File: src/rtl/shift_register_16_rot_pkg.sv
// Shared constants for the 16-bit rotating pattern generator.
package shift_register_16_rot_pkg;

  localparam int SHIFT_REG_WIDTH = 16;

endpackage : shift_register_16_rot_pkg

File: src/rtl/shift_register_16_rot_bit_cell.sv
// One ring stage: a flop with synchronous reset, fed by the parallel-load bit
// or the previous stage.
module shift_reg_bit_cell (
  input  logic clock,
  input  logic reset,
  input  logic load,
  input  logic load_bit,
  input  logic ring_bit,
  output logic q
);

  logic q_r;

  // Stage flop: reset beats load, load beats rotate.
  always_ff @(posedge clock) begin
    if (reset) begin
      q_r <= 1'b0;
    end else if (load) begin
      q_r <= load_bit;
    end else begin
      q_r <= ring_bit;
    end
  end

  assign q = q_r;

endmodule : shift_reg_bit_cell

File: src/rtl/shift_register_16_rot.sv
// Parallel-load circular shift register; rotates left each clock and presents
// the top bit on shift_out, giving a 16-clock repeating output pattern.
module shift_register_16_rot
  import shift_register_16_rot_pkg::*;
#(
  parameter int WIDTH = SHIFT_REG_WIDTH
) (
  input  logic             clock,
  input  logic             reset,
  input  logic [WIDTH-1:0] I,
  input  logic             load,
  output logic             shift_out
);

  logic [WIDTH-1:0] q_s;

  // Each stage takes its neighbour below; stage 0 closes the ring from the top.
  for (genvar i = 0; i < WIDTH; i++) begin : g_ring
    shift_reg_bit_cell u_cell (
      .clock    (clock),
      .reset    (reset),
      .load     (load),
      .load_bit (I[i]),
      .ring_bit (q_s[(i + WIDTH - 1) % WIDTH]),
      .q        (q_s[i])
    );
  end

  assign shift_out = q_s[WIDTH-1];

endmodule : shift_register_16_rot

File: config.mk
export PLATFORM = sky130hd
export DESIGN_NAME = shift_register_16_rot
export DESIGN_NICKNAME = d
export VERILOG_FILES = /design/src/rtl/shift_register_16_rot_pkg.sv /design/src/rtl/shift_register_16_rot_bit_cell.sv /design/src/rtl/shift_register_16_rot.sv
export SDC_FILE = /design/constraint.sdc
export NUM_CORES = 1
export LEC_CHECK = 0
export CAP_MARGIN = 0
export CELL_PAD_IN_SITES_DETAIL_PLACEMENT = 0
export CELL_PAD_IN_SITES_GLOBAL_PLACEMENT = 1
export CORE_UTILIZATION = 28
export DETAILED_ROUTE_END_ITERATION = 7
export PLACE_DENSITY = 0.75
export SLEW_MARGIN = 15
export SYNTH_ARGS = -nofsm -noshare
export SYNTH_HDL_FRONTEND = slang
export SYNTH_SLANG_ARGS = --single-unit
File: constraint.sdc
create_clock -name clock -period 0.8 [get_ports clock]
set_input_delay 0.08 -clock clock [delete_from_list [all_inputs] [get_ports clock]]
set_output_delay 0.08 -clock clock [all_outputs]
set_load 0.005 [all_outputs]
==> reports/metrics.cfg, run 1 <==
[drt]
drt-initial-drc-count=5
drt-wirelength-per-cell_um=10.5
via_per_inst=4.04
drt.antenna.violating_nets=0
remaining_drc_errors=0
drt_pre_antenna_iters=4
detailroute.via_count=408
routed_wirelength_mm=1.06

[logic_synthesis]
synthesis_warnings=0
netlist-cell-type-count=7
fraction_of_the_yosys_area_taken_by_sequential_cells_pct=55.2
synth_area_um2=581
postSynthRegisterBits=16
syn_nets=71
synthesis.area_per_instance_um2=11.2
netlist_instances=52

[power]
static-leakage-power_nw=0.385
finalPower_mw=1.51
p_per_area_nw_per_um2=1770
power.ir.vdd_worst_v=0.000727

[setup_path]
worstPathCellList=buf_2
timing.critical_path.from_type=flop
critical_path_required_ns=0.72
highest_fanout_seen_on_the_critical_path=2
largest_stage_delay_worst_path_ns=0.32
crit_slowest_cell=sky130_fd_sc_hd__dfxtp_2
critPathBufInv=1
criticalPathCategory=reg -> out
critical_path.top_delay_family=flip-flops
endpoint_kind=output pin
worst_path_arrival_ns=0.72

[min_path]
hp-class=in -> reg

[place]
placement.io_buffers=19
gp_congestion=0.677
detailed_place_hpwl_um=711

[sta]
final-setup-viol-count=1
clock-skew-final_ns=0.00231
final_max_slew_viol_count=0
tightestPinTransition_ns=0.143
slew-limit-headroom_pct=90.2
post_route_fraction_of_the_period_consumed_by_the_critical_path_pct=100
final_period_minus_worst_setup_slack_ns=0.803
final-hold-violation-count=0
max_clock_freq_mhz=1240
timing.final.ws_setup_ns=-0.00323
rsz_0062_raised_after_global_routing=true

[global_route]
groute.layer.met2.usage_pct=19.5
grt_first_pass_wirelength_mm=1.70
grtUsageTotal_pct=11.2
use_met1_pct=12.7
grt_max_degree=9
antenna_found_initial=0
global_route.peak_usage_layer=met2
grt.overflow.total=0
grt_pass1_vias=409
grt.met3_usage_pct=1.13

[clock_tree]
cts_max_path_buffers=2
tritoncts_buffers=3
clk_latency_ns=0.28
clock_tree.htree_level_count=1
clk_pin_slew_ns=0.09
clock_tree.root_cell=sky130_fd_sc_hd__clkbuf_4
clock-sinks=16
tritoncts_clock_tree=yes

[floorplan]
die_h_um=47.5
fp.dieW_um=47.5
die_area_um2=2260
placementRows=16
fp.coreArea_um2=1960
ioPinCount=20
initial_utilization_pct=29.6

[final_layout]
antenna-diode-count=0
final_core_utilization_pct=43.3
most_frequent_cells_in_the_layout=sky130_fd_sc_hd__clkdlybuf4s50_1, sky130_fd_sc_hd__mux2i_1, sky130_fd_sc_hd__nor2_1
flip_flop_count_of_the_largest_register_all_copies_and_words_added=16
syn2layout_area_growth_pct=46.3
layout_commonest_cell=sky130_fd_sc_hd__clkdlybuf4s50_1
design.final.nets=95
share_of_post_route_cells_with_drive_strength_above_1_pct=12.2

[run_status]
status=complete, but fails checks
violations=negative setup slack

[run]
drv_cap=0

Yosys cell counts:
| cell type | instances | share of area, % |
|---|---|---|
| sky130_fd_sc_hd__buf_6 | 1 | 1.9 |
| sky130_fd_sc_hd__dfxtp_1 | 16 | 55 |
| sky130_fd_sc_hd__mux2i_1 | 16 | 28 |
| sky130_fd_sc_hd__buf_2 | 1 | 0.86 |
| sky130_fd_sc_hd__buf_1 | 1 | 0.65 |
| sky130_fd_sc_hd__nor2_1 | 16 | 10 |
| sky130_fd_sc_hd__buf_12 | 1 | 3.4 |
repair_timing:
| item | 4_1_cts | 5_1_grt |
|---|---|---|
| buffers inserted | 0 | 0 |
| resized for setup | 6 | 0 |
| cloned | 1 | 0 |
| hold buffers | 0 | 0 |
| endpoints found under the setup margin | 17 | 1 |
report_power, final:
group	switching [mW]	leakage, nW	internal (mW)
combinational	0.0754	0.239	0.158
sequential	0.0118	0.133	0.844
clock	0.243	0.0138	0.175
layer usage:
metal	up-vias	wire length, um
met4	0	16
met1	183	461
li1	212	-
met2	11	537
met3	2	45
met5	-	0
worst paths after layout:
path / startpoint / endpoint / slack, ns / cells after the start
hold reg to reg: g_ring[6].u_cell.q$_SDFF_PP0_ / g_ring[7].u_cell.q$_SDFF_PP0_ / 0.47 / 2
setup / recovery: g_ring[15].u_cell.q$_SDFF_PP0_ / shift_out / -0.003 / 1
hold / removal: load / g_ring[0].u_cell.q$_SDFF_PP0_ / 0.39 / 4
setup reg to reg: g_ring[12].u_cell.q$_SDFF_PP0_ / g_ring[13].u_cell.q$_SDFF_PP0_ / 0.20 / 2
kinds of logic (layout without fill, tap and decap cells):
group / after synthesis / in the layout / share of synthesized area (%)
buffers and inverters: 4 / 26 / 6.90
AND/OR/NAND/NOR: 16 / 16 / 10.3
multiplexers: 16 / 16 / 27.6
flip-flops: 16 / 16 / 55.2
per-stage QoR:
step	setup TNS [ns]	setup slack [ns]	instance area, um2	std cells	hold WS (ns)
final	-0.00323	-0.00323	850	101	0.392
after global routing	-0.0325	-0.0325	850	101	0.425
after CTS	-0.0123	-0.0123	850	101	0.407
after detailed placement	-5.42	-0.356	800	97	0.448
after global placement	-5.24	-0.347	800	97	0.444
after floorplan	0	0.138	581	52	0.227
layout make-up:
type | instances | area (um2)
repair buffers | 23 | 251
fillers | 206 | 1110
multi-input cells | 32 | 220
clock buffers | 3 | 22.5
well taps | 27 | 33.8
flip-flops and latches | 16 | 322
Note: power is estimated with default switching activity, not from simulation.
==> inputs of run 2 (changes only) <==
- CAP_MARGIN: 0 -> unset
==> results of run 2 <==
Final layout, timing and power as in run 1 (identical DEF).
